### config.mk
export PLATFORM = sky130hd
export DESIGN_NAME = genesis_pad_emulator
export DESIGN_NICKNAME = d
export VERILOG_FILES = /design/src/rtl/genesis_pad_emulator_pkg.sv /design/src/rtl/genesis_pad_sync.sv /design/src/rtl/genesis_pad_emulator.sv
export SDC_FILE = /design/constraint.sdc
export NUM_CORES = 1
export LEC_CHECK = 0
export CORE_MARGIN = 2
export CORE_UTILIZATION = 40
export CTS_CLUSTER_SIZE = 25
export DETAILED_ROUTE_END_ITERATION = 10
export GPL_TIMING_DRIVEN = 1
export SLEW_MARGIN = 20
export SYNTH_ARGS = -nofsm -noshare
export SYNTH_HDL_FRONTEND = slang
export SYNTH_SLANG_ARGS = --single-unit
export TNS_END_PERCENT = 30
### constraint.sdc
create_clock -name iCLK -period 7.7 [get_ports iCLK]
set_clock_uncertainty 0.15 [all_clocks]
set_input_delay 1.925 -clock iCLK [delete_from_list [all_inputs] [get_ports iCLK]]
set_output_delay 1.925 -clock iCLK [all_outputs]
set_load 0.005 [all_outputs]
### src/rtl/genesis_pad_emulator_pkg.sv
// ---------------------------------------------------------------------------
// genesis_pad_emulator_pkg
// Shared definitions for the Genesis pad emulator:
//   - phase_e   : output phase encodings (P_HIGH..P_ONES)
//   - BTN_*     : bit indices into the 12-bit active-high button vector
//                 {Z,Y,X,M,S,C,B,A,U,D,L,R}, same order as the gamepad reader
//   - select_phase() : phase to present after a TH edge
//   - pad_drive()    : active-low 6-bit pad word for a phase and button set
// ---------------------------------------------------------------------------
package genesis_pad_emulator_pkg;

  typedef enum logic [2:0] {
    P_HIGH = 3'd0,
    P_LOW  = 3'd1,
    P_ZERO = 3'd2,
    P_XYZM = 3'd3,
    P_ONES = 3'd4
  } phase_e;

  localparam int BTN_R = 0;
  localparam int BTN_L = 1;
  localparam int BTN_D = 2;
  localparam int BTN_U = 3;
  localparam int BTN_A = 4;
  localparam int BTN_B = 5;
  localparam int BTN_C = 6;
  localparam int BTN_S = 7;
  localparam int BTN_M = 8;
  localparam int BTN_X = 9;
  localparam int BTN_Y = 10;
  localparam int BTN_Z = 11;

  // Saturation points of the falling-edge counter.
  localparam logic [2:0] K_SAT_SIX   = 3'd5;
  localparam logic [2:0] K_SAT_THREE = 3'd1;

  // th_level is the synced TH level after the edge, k the updated edge count.
  function automatic phase_e select_phase(input logic       th_level,
                                          input logic [2:0] k,
                                          input logic       six);
    phase_e ph;
    ph = P_HIGH;
    if (th_level) begin
      ph = (six && k == 3'd3) ? P_XYZM : P_HIGH;
    end else if (!six) begin
      ph = P_LOW;
    end else begin
      case (k)
        3'd3:    ph = P_ZERO;
        3'd4:    ph = P_ONES;
        default: ph = P_LOW;
      endcase
    end
    return ph;
  endfunction

  // Pad word order {C/Start, B/A, Up/Z, Down/Y, Left/X, Right/Mode}, active low.
  function automatic logic [5:0] pad_drive(input phase_e      ph,
                                           input logic [11:0] btn);
    logic [5:0] d;
    d = 6'b111111;
    case (ph)
      P_HIGH: d = ~{btn[BTN_C], btn[BTN_B], btn[BTN_U],
                    btn[BTN_D], btn[BTN_L], btn[BTN_R]};
      P_XYZM: d = ~{btn[BTN_C], btn[BTN_B], btn[BTN_Z],
                    btn[BTN_Y], btn[BTN_X], btn[BTN_M]};
      P_LOW:  d = {~btn[BTN_S], ~btn[BTN_A], ~btn[BTN_U], ~btn[BTN_D], 2'b00};
      P_ZERO: d = {~btn[BTN_S], ~btn[BTN_A], 4'b0000};
      P_ONES: d = {~btn[BTN_S], ~btn[BTN_A], 4'b1111};
      default: d = 6'b111111;
    endcase
    return d;
  endfunction

endpackage

### src/rtl/genesis_pad_sync.sv
// ---------------------------------------------------------------------------
// genesis_pad_sync
// Brings the console TH line into the clock domain and detects its edges.
// Ports:
//   clk_i    : system clock
//   rst_ni   : asynchronous active-low reset (all flops reset to 1 = TH idle high)
//   select_i : raw TH line, asynchronous
//   level_o  : synchronized TH level
//   rise_o   : one-cycle pulse on a synced rising edge
//   fall_o   : one-cycle pulse on a synced falling edge
// ---------------------------------------------------------------------------
module genesis_pad_sync (
  input  logic clk_i,
  input  logic rst_ni,
  input  logic select_i,
  output logic level_o,
  output logic rise_o,
  output logic fall_o
);

  logic meta_q;
  logic sync_q;
  logic prev_q;

  always_ff @(posedge clk_i or negedge rst_ni) begin
    if (!rst_ni) begin
      meta_q <= 1'b1;
      sync_q <= 1'b1;
      prev_q <= 1'b1;
    end else begin
      meta_q <= select_i;
      sync_q <= meta_q;
      prev_q <= sync_q;
    end
  end

  assign level_o = sync_q;
  assign rise_o  = sync_q & ~prev_q;
  assign fall_o  = ~sync_q & prev_q;

endmodule

### src/rtl/genesis_pad_emulator.sv
// ---------------------------------------------------------------------------
// genesis_pad_emulator
// Device-side emulation of a Genesis 3/6-button pad. Tracks console TH edges,
// runs the 6-button phase sequence with an inactivity timeout and drives the
// six active-low data lines.
// Parameters:
//   TIMEOUT_TICKS  : idle cycles without a TH edge before the edge count clears
//   RESPONSE_DELAY : extra cycles between a detected edge and the phase switch
// Ports:
//   iCLK        : system clock
//   iN_RESET    : asynchronous active-low reset
//   iSELECT     : TH line from the console (asynchronous)
//   iBUTTONS    : active-high {Z,Y,X,M,S,C,B,A,U,D,L,R}
//   iSIX_BUTTON : 1 = 6-button pad, 0 = 3-button pad
//   oGENPAD     : active-low {C/Start,B/A,Up/Z,Down/Y,Left/X,Right/Mode}
//   oPHASE      : phase currently presented
//   oACTIVE     : high while the idle counter is below TIMEOUT_TICKS
// ---------------------------------------------------------------------------
module genesis_pad_emulator
  import genesis_pad_emulator_pkg::*;
#(
  parameter int TIMEOUT_TICKS  = 75000,
  parameter int RESPONSE_DELAY = 4
) (
  input  logic        iCLK,
  input  logic        iN_RESET,
  input  logic        iSELECT,
  input  logic [11:0] iBUTTONS,
  input  logic        iSIX_BUTTON,
  output logic [5:0]  oGENPAD,
  output logic [2:0]  oPHASE,
  output logic        oACTIVE
);

  localparam int TO_W  = $clog2(TIMEOUT_TICKS + 1);
  localparam int DLY_W = ($clog2(RESPONSE_DELAY + 1) < 1) ? 1 : $clog2(RESPONSE_DELAY + 1);

  localparam logic [TO_W-1:0]  TO_MAX   = TO_W'(TIMEOUT_TICKS);
  localparam logic [TO_W-1:0]  TO_HIT   = TO_W'(TIMEOUT_TICKS - 1);
  localparam logic [DLY_W-1:0] DLY_LOAD = DLY_W'(RESPONSE_DELAY);

  logic th_level;
  logic th_rise;
  logic th_fall;

  genesis_pad_sync u_sync (
    .clk_i    (iCLK),
    .rst_ni   (iN_RESET),
    .select_i (iSELECT),
    .level_o  (th_level),
    .rise_o   (th_rise),
    .fall_o   (th_fall)
  );

  logic [2:0]       k_q, k_d;
  logic             six_q, six_d;
  logic [TO_W-1:0]  to_cnt_q, to_cnt_d;
  logic [DLY_W-1:0] dly_cnt_q, dly_cnt_d;
  logic             pend_valid_q, pend_valid_d;
  phase_e           pend_phase_q, pend_phase_d;
  phase_e           act_phase_q, act_phase_d;
  logic [5:0]       genpad_q, genpad_d;

  logic       timeout_hit;
  logic [2:0] k_base;
  logic [2:0] k_sat;
  logic       edge_seen;
  phase_e     edge_phase;

  always_comb begin
    // The counter reaches TIMEOUT_TICKS at the end of this cycle (or already
    // sits there): k is cleared before any edge in the same cycle is counted.
    timeout_hit  = (to_cnt_q >= TO_HIT);
    k_base       = timeout_hit ? 3'd0 : k_q;
    k_d          = k_base;
    six_d        = six_q;
    k_sat        = K_SAT_SIX;
    edge_seen    = th_rise | th_fall;

    if (th_fall) begin
      six_d = iSIX_BUTTON;
      k_sat = iSIX_BUTTON ? K_SAT_SIX : K_SAT_THREE;
      k_d   = (k_base >= k_sat) ? k_sat : k_base + 3'd1;
    end

    // Rising edges reuse the mode captured on the last falling edge.
    edge_phase = select_phase(th_level, k_d, six_d);

    to_cnt_d = to_cnt_q;
    if (edge_seen) begin
      to_cnt_d = '0;
    end else if (to_cnt_q < TO_MAX) begin
      to_cnt_d = to_cnt_q + 1'b1;
    end

    // Newest edge always wins: it overwrites the pending phase and restarts
    // the delay, so an intermediate phase is never shown.
    pend_phase_d = pend_phase_q;
    pend_valid_d = pend_valid_q;
    dly_cnt_d    = dly_cnt_q;
    act_phase_d  = act_phase_q;
    if (edge_seen) begin
      pend_phase_d = edge_phase;
      pend_valid_d = 1'b1;
      dly_cnt_d    = DLY_LOAD;
    end else if (pend_valid_q) begin
      if (dly_cnt_q == '0) begin
        act_phase_d  = pend_phase_q;
        pend_valid_d = 1'b0;
      end else begin
        dly_cnt_d = dly_cnt_q - 1'b1;
      end
    end

    genpad_d = pad_drive(act_phase_q, iBUTTONS);
  end

  always_ff @(posedge iCLK or negedge iN_RESET) begin
    if (!iN_RESET) begin
      k_q          <= 3'd0;
      six_q        <= 1'b0;
      to_cnt_q     <= TO_MAX;
      dly_cnt_q    <= '0;
      pend_valid_q <= 1'b0;
      pend_phase_q <= P_HIGH;
      act_phase_q  <= P_HIGH;
      genpad_q     <= 6'b111111;
    end else begin
      k_q          <= k_d;
      six_q        <= six_d;
      to_cnt_q     <= to_cnt_d;
      dly_cnt_q    <= dly_cnt_d;
      pend_valid_q <= pend_valid_d;
      pend_phase_q <= pend_phase_d;
      act_phase_q  <= act_phase_d;
      genpad_q     <= genpad_d;
    end
  end

  assign oGENPAD = genpad_q;
  assign oPHASE  = act_phase_q;
  assign oACTIVE = (to_cnt_q < TO_MAX);

endmodule

# Yosys cells after proc, flatten, opt, wreduce, memory -nomap -nowiden
# Index checks and enable logic that the tools add are counted.
dict set report word_totals {
  regBits 40
  inputBits 16
  output_inout_bits 10
}
dict set report classes {
  n_addsub 3
  order_cmp 3
  n_eq_ne 7
  muxes 18
  bitwise_logic 12
  reduce_logical 7
}
# op count
set ops {}
lappend ops {{$mux 17} 2}
lappend ops {{$pmux 6 s5} 1}
lappend ops {{$mux 3} 9}
lappend ops {{$add 17x1->17 const B} 1}
lappend ops {{$ge 17x17->1 const B} 1}
lappend ops {{$lt 17x17->1 const B} 1}
lappend ops {{$not 6->6} 2}
lappend ops {{$eq 3x2->1 const B} 3}
lappend ops {{$not 1->1} 7}
lappend ops {{$eq 3x3->1 const B} 2}
lappend ops {{$logic_not 3->1} 2}
lappend ops {{$pmux 3 s2} 1}
lappend ops {{$mux 1} 4}
lappend ops {{$reduce_bool 2->1} 2}
lappend ops {{$add 3x1->3 const B} 1}
lappend ops {{$eq 3x1->1 const B} 1}
lappend ops {{$ge 3x3->1} 1}
lappend ops {{$reduce_and 3->1} 1}
lappend ops {{$sub 3x1->3 const B} 1}
lappend ops {{$and 1x1->1} 2}
lappend ops {{$mux 2} 1}
lappend ops {{$ne 2x2->1 const B} 1}
lappend ops {{$reduce_and 2->1} 1}
lappend ops {{$logic_and 1x1->1} 1}
lappend ops {{$or 1x1->1} 1}

# Logic depth before layout (Yosys ltp)
# Gate-level depths: netlist (run 1).
dict set report depth {
  ltp_word 9
  mapped_depth 14
  ltp_nobuf 14
}

# Cells and area by module
# A second synthesis (run 1) with hierarchy kept.
dict set report unflattened {
  hier_cells 216
  hier_area_um2 2153.3
}
# mod n_inst cells_each area_per_inst_um2
set by_module_without_submodules {}
lappend by_module_without_submodules {genesis_pad_emulator 1 211 2059.5}
lappend by_module_without_submodules {genesis_pad_sync 1 5 93.8}

# Worst setup path after synthesis (run 1)
# OpenSTA, ideal clock, no wires.
dict set report synth_timing {
  path_type {input port to flip-flop}
  from {in iSIX_BUTTON}
  to {reg pend_phase_q[1]}
  setup_time_ps 125
  t_arrival_ps 3590
  setup_slack_ps 3835
  stages 9
  path_buffers 0
  cell_sequence {inv_1 -> ha_1 -> o21a_1 -> o211ai_1 -> o21bai_1 -> a31o_2 -> a221oi_2 -> and3b_1 -> mux2_2}
}
dict set report synth_via {
  elab_chain_cells 8
  elab_cells_between_ends 12
}
# element line
set synth_lines {}
lappend synth_lines {{from (decl)} genesis_pad_emulator.sv:29} ;# input logic iSIX_BUTTON,
lappend synth_lines {{$mux 3 *} genesis_pad_emulator.sv:82} ;# k_sat = iSIX_BUTTON ? K_SAT_SIX : K_SAT_THREE;
lappend synth_lines {{$ge 3x3->1} genesis_pad_emulator.sv:83} ;# k_d = (k_base >= k_sat) ? k_sat : k_base + 3'd1;
lappend synth_lines {{$mux 3 *} genesis_pad_emulator.sv:83}
lappend synth_lines {{$mux 3 *} genesis_pad_emulator.sv:80} ;# if (th_fall) begin
lappend synth_lines {{named net k_d[2]} genesis_pad_emulator.sv:55} ;# logic [2:0] k_q, k_d;
lappend synth_lines {{$eq 3x3->1 / $eq 3x2->1 (equally long branches)} {genesis_pad_emulator_pkg.sv:48, genesis_pad_emulator_pkg.sv:44}}
lappend synth_lines {{$pmux 3 s2 / $logic_and 1x1->1 (equally long branches)} {genesis_pad_emulator_pkg.sv:48, genesis_pad_emulator_pkg.sv:44}}
lappend synth_lines {{$mux 3 / $mux 2 (equally long branches)} {genesis_pad_emulator_pkg.sv:45, genesis_pad_emulator_pkg.sv:44}}
lappend synth_lines {{$mux 3 *} genesis_pad_emulator_pkg.sv:43} ;# if (th_level) begin
lappend synth_lines {{to (signal assigned)} genesis_pad_emulator.sv:134} ;# pend_phase_q <= pend_phase_d;
lappend synth_lines {{to (decl)} genesis_pad_emulator.sv:60} ;# phase_e pend_phase_q, pend_phase_d;
# Mark *: on every way through the listed nets, which the timed path passes. The rest lies on a longest branch.
# A chain may end at the register's enable or synchronous reset.

# Worst setup path after layout (run 1)
# Same ends and word-level chain as after synthesis.

==> metrics.md, run 1 <==
| Metric | Value |
|---|---|
| Run status | `finished clean` |
| GP Congestion | `0.795` |
| Fin crit share | `0.546` |
| CTS Buf Count | `5` |
| First drt pass iteration count | `4` |
| CP delay by family, top | `compound AO/OA/AOI/OAI gates` |
| Ant. Diodes | `0` |
| CTS clk-pin slew, worst paths | `0.08 ns` |
| Initial antenna violation count | `0` |
| Worst-skew pair later-pin latency | `between 0.2 and 0.3 ns` |
| # nets final | `255` |
| Die Height | `78.3 microns` |
| Peak supply drop | `approximately 0.00016 V` |
| Area share of the largest cell type after synthesis | `0.261` |
| Post-route ant nets | `0` |
| Worst Path Required | `~7.7 ns` |
| Mapped Area | `2210 sq um` |
| First-pass GRT wire length | `7260 microns` |
| Finished Core Util | `0.476` |
| Hold Path Class | `register to register` |
| Critical Path Source Type | `input port` |
| Leading area contributor after synthesis | `dfrtp_1` |
| Avg WL per Cell | `approximately 13 microns` |
| Top cells by area, synth | `dfrtp_1, dfstp_2, and2_1` |
| Slew HR | `0.423` |
| Longest Clk Path Bufs | `2` |
| Largest net degree at the start of global routing | `41` |
| CP peak stage delay | `0.47 ns` |
| Crit path buf inv count | `2` |
| #FFs+latches synth | `40` |
| Routed WL | `4020 microns` |
| Post-synthesis sequential area ratio | `0.463` |
| DP HPWL | `2820 microns` |
| Via count | `1565` |
| Post-synth EDFFs | `0` |
| Leakage Power | `1.10 nW` |
| Syn Area/Cell | `10.6 sq um` |
| Post-CTS resize count | `0` |
| Clock Root Buffer | `clkbuf_8` |
| Critical path, cell by cell | `clkdlybuf4s50_1, inv_1, ha_1, o21a_1, o211ai_1, o21bai_1, a31o_2, a221oi_2, and3b_1, mux2_2` |
| Final Hold Slack | `0.213 ns` |
| Async SR Flop Fraction | `1.00` |
| Total Power | `approximately 0.63 mW` |
| Worst path slowest cell | `clkdlybuf4s50_1` |
| Most used DFF post-synth | `dfrtp_1` |
| PortBufs | `25` |
| Setup Buffers After CTS | `0` |
| Gate Count Post-Synth | `208` |
| Final hold violations | `0` |
| Total global routing overflow | `0` |
| Die Width | `between 70 and 80 microns` |
| Row count | `27` |
| Initial Util | `0.408` |
| Clock sinks | `40` |
| GRT Util Overall | `0.149` |
| Drt drc | `0` |
| Pwr dens | `245 nW/um^2` |
| Worst EP arrival | `4.24 ns` |
| Fin crit period | `4.20 ns` |
| Total negative slack | `0 ns` |
| Number of hold buffers added after CTS | `0` |
| CP endpoint kind | `register` |
| Share of cells above drive strength 1 | `0.167` |
| Fmax | `238 MHz` |
| Setup-failing EPs final | `0` |
| Cell variety after synth | `49` |
| CTS tree | `yes` |
| RSZ-0062 raised after global routing | `false` |
| Drt via density | `5.13` |
| Most common cell after layout, fill and taps aside | `clkdlybuf4s50_1` |
| Initial drt markers | `between 50 and 60` |
| Fin. max-slew vios | `0` |
| Commonest cells after routing, fill and taps aside | `clkdlybuf4s50_1, dfrtp_1, dfstp_2, and2_1, nor2_1` |
| Placed insts | `297` |
| Yosys warns | `0` |
| Area growth syn-to-layout | `16.6%` |
| Filler cell count in the final layout | `approximately 520` |
| Syn Nets | `231` |
| Top Ports | `26` |
| Core area | `around 5400 sq um` |
| Full die area | `6120 sq um` |
| Worst slew pin tran | `0.866 ns` |
| Crit Path Class | `input port to register` |
| Vias in the first global route | `1567` |
| Max_cap viols | `0` |
| Worst Path Max Fanout | `3` |
| H-tree levels | `2` |
| Post-route non-filler standard cell count | `305` |
| Flop-to-flop setup slack | `4.19 ns` |
## where the power goes
part / internal, mW / leakage, nW / switching (mW)
Sequential: 0.261 / 0.472 / 0.0285
Combinational: 0.114 / 0.587 / 0.0924
Clock: 0.0636 / 0.0422 / 0.0701
Total: 0.439 / 1.10 / 0.191
## state kept, by name, indices dropped and copies added, names as in the netlist, 3 cells and up
register      cells
oPHASE            3
k_q               3
oGENPAD           6
pend_phase_q      3
dly_cnt_q         3
to_cnt_q         17
## path summary, 6_finish.rpt
kind                                from               to  cells past startpoint
setup / recovery             iSIX_BUTTON  pend_phase_q[1]                     10
hold / removal             u_sync.meta_q   u_sync.level_o                      0
setup reg to reg             to_cnt_q[0]  pend_phase_q[1]                     14
hold reg to reg            u_sync.meta_q   u_sync.level_o                      0
max in group asynchronous       iN_RESET     to_cnt_q[15]                      1
min in group asynchronous       iN_RESET           k_q[0]                      1
## per-layer routing
| layer | global-route usage | vias to the layer above | share of wire |
|---|---|---|---|
| met5 | 0 | - | 0 |
| met4 | 0.0526 | 0 | 0.012 |
| met3 | 0.0368 | 5 | 0.033 |
| met2 | 0.252 | 26 | 0.48 |
| met1 | 0.185 | 755 | 0.48 |
| li1 | - | 779 | - |
## cells in the mapped netlist, types with 5 or more instances
cell / number
inv_1: 11
xor2_1: 6
dfrtp_1: 23
o21ai_0: 8
nor2_1: 14
nand3_1: 6
and3_1: 5
nand2_1: 11
ha_1: 7
xnor2_1: 10
dfstp_2: 17
and2_1: 16
a21oi_1: 5
## cell type report
cell class	count	area, sq um	share of cell area
Multi-Input combinational cell	148	1080	0.422
Sequential cell	40	1020	0.397
Timing Repair Buffer	26	253	0.0982
Tap cell	72	90.1	0.0350
Clock buffer	7	76.3	0.0297
Inverter	11	41.3	0.0161
Clock inverter	1	5.00	0.00195
## worst reg2reg max path, delay by kind of cell (launching register included)
family,cells,cell delay (ns)
AO/OA/AOI/OAI,6,1.10
adder cells (fa/ha/maj),2,0.59
buffers and inverters,1,0.06
flip-flops,1,0.40
multiplexers,1,0.25
AND/OR/NAND/NOR,4,0.86
## stage by stage
stage               instance area (sq um)  setup WS [ns]
global placement                     2490           3.21
CTS                                  2570           3.50
finish                               2570           3.50
detailed placement                   2490           3.18
global route                         2570           3.37
floorplan                            2210           3.84
## kinds of logic after synthesis
| logic type | count (synthesis) | synth area share |
|---|---|---|
| and+or+nand+nor | 84 | 0.235 |
| adders and majority gates | 7 | 0.0397 |
| muxes | 9 | 0.0488 |
| buffers and inverters | 20 | 0.0448 |
| AOI/OAI and AO/OA | 32 | 0.104 |
| xor gates and xnor gates | 16 | 0.0635 |
| DFF | 40 | 0.463 |
Power figures use the tool's default switching activity.
==> run 2: changes to the inputs <==
clock period = 3.45 ns   (was 7.7 ns; I/O delays follow)
==> run 2 against run 1 <==
Effect of this change: global-route usage rose by 0.41 points; combinational power rose to 2.8 times the previous value; utilization is 3.0 points higher; critical endpoint unchanged; sequential cell count unchanged; critical path type is now register to register; sequential share of layout area down 2.3 points; via count increased by 5.0%; critical path depth grew 3; die area did not move; clock power rose by 130%; final area rose by 6.2%; register-to-register slack got worse by 4.1 ns.
==> metrics.md, run 2 (synthesized netlist as in run 1, its figures left out) <==
| Metric | Value |
|---|---|
| Leakage Power | `1.18 nW` |
| CTS tree | `yes` |
| CP peak stage delay | `about 0.55 ns` |
| Final Hold Slack | `0.210 ns` |
| Die Height | `78.3 microns` |
| Top Ports | `26` |
| Worst Min Path Start | `u_sync.meta_q` |
| Max_cap viols | `0` |
| Full die area | `slightly above 6000 sq um` |
| Post-route ant nets | `0` |
| Die Width | `78.3 microns` |
| Crit path from | `to_cnt_q[4]` |
| Most common cell after layout, fill and taps aside | `clkdlybuf4s50_1` |
| Post-route non-filler standard cell count | `318` |
| Longest Clk Path Bufs | `2` |
| Number of hold buffers added after CTS | `0` |
| Fin crit period | `~3.3 ns` |
| Initial antenna violation count | `0` |
| First-pass GRT wire length | `7430 microns` |
| Worst Path Required | `3.49 ns` |
| Fin. max-slew vios | `0` |
| GP Congestion | `0.792` |
| Final setup margin | `0.122 ns` |
| Vias in the first global route | `roughly 1600` |
| Pre-CTS WS | `-0.00282 ns` |
| Pwr dens | `558 nW/um^2` |
| Placed inst area | `2540 sq um` |
| H-tree levels | `2` |
| Setup-failing EPs final | `0` |
| Peak supply drop | `0.000319 V` |
| Worst-skew pair later-pin latency | `0.29 ns` |
| Total global routing overflow | `0` |
| Share of cells above drive strength 1 | `0.236` |
| Hold Path Class | `register to register` |
| Drt via density | `5.17` |
| Initial Util | `0.408` |
| Routed WL | `4460 microns` |
| Critical Path Source Type | `register` |
| GRT Util Overall | `0.153` |
| CP endpoint kind | `register` |
| Crit Path Class | `register to register` |
| Critical path, cell by cell | `and4bb_1, nand3_1, or3_4, nand3_4, inv_2, ha_4, o21a_1, o211ai_1, o21bai_4, a31o_4, a221oi_4, and3b_1, mux2_2` |
| Row count | `27` |
| Via count | `approximately 1600` |
| Core area | `5410 sq um` |
| Fmax | `300 MHz` |
| First drt pass iteration count | `4` |
| Clock Root Buffer | `clkbuf_8` |
| Worst Path Max Fanout | `4` |
| CTS clk-pin slew, worst paths | `0.08 ns` |
| Area growth syn-to-layout | `23.9%` |
| Filler cell count in the final layout | `520` |
| Total negative slack | `0 ns` |
| Fin crit share | `0.965` |
| CTS Buf Count | `5` |
| Top reg by flops | `to_cnt_q` |
| DP HPWL | `3110 microns` |
| Ant. Diodes | `0` |
| Drt drc | `0` |
| Commonest cells after routing, fill and taps aside | `clkdlybuf4s50_1, dfrtp_1, dfstp_2, and2_1, buf_4` |
| Worst slew pin tran | `about 0.90 ns` |
| Slew HR | `0.402` |
| Total Power | `between 1.5 and 2 mW` |
| # nets final | `268` |
| CP delay by family, top | `simple AND/OR/NAND/NOR gates` |
| Clock sinks | `40` |
| Worst EP arrival | `roughly 3.4 ns` |
| Crit path buf inv count | `1` |
| PortBufs | `25` |
| Largest net degree at the start of global routing | `41` |
| Run status | `finished clean` |
| Cell area after layout | `about 2700 sq um` |
| RR Startpoint | `to_cnt_q[4]` |
| Placed insts | `between 300 and 400` |
| Finished Core Util | `0.506` |
| Final hold violations | `0` |
| Avg WL per Cell | `14.0 microns` |
| Worst path slowest cell | `dfstp_2` |
| Initial drt markers | `46` |
| Number of flip-flops under the largest register name | `17` |
-- run 2: final cells by class --
cell class              instances  area (sq um)  area share
clock buffers                   7          76.3      0.0279
clock inverters                 1          5.00     0.00183
inverters                      11          41.3      0.0151
multi-input cells             148          1150       0.420
flip-flops and latches         40          1020       0.374
well taps                      72          90.1      0.0330
repair buffers                 39           350       0.128
-- run 2: report_power, final --
group / internal [mW] / switching, mW
logic: 0.323 / 0.248
clock network: 0.142 / 0.164
registers: 0.582 / 0.0651
-- run 2: timing repair --
action,4_1_cts,5_1_grt
resized for setup,0,10
setup endpoints to repair,0,2
setup buffers,0,6
-- run 2: final timing paths --
check / to / slack (ns) / cells after the start
max: pend_phase_q[1] / 0.12 / 13
min: u_sync.level_o / 0.21 / 0
max reg2reg: pend_phase_q[1] / 0.12 / 13
min reg2reg: u_sync.level_o / 0.21 / 0
max in group asynchronous: to_cnt_q[2] / 2.04 / 1
min in group asynchronous: six_q / 0.54 / 1
-- run 2: routing by layer --
layer	share of wire	track usage
met5	0	0
met4	0.016	0.0561
met1	0.45	0.183
met2	0.49	0.263
met3	0.039	0.0425
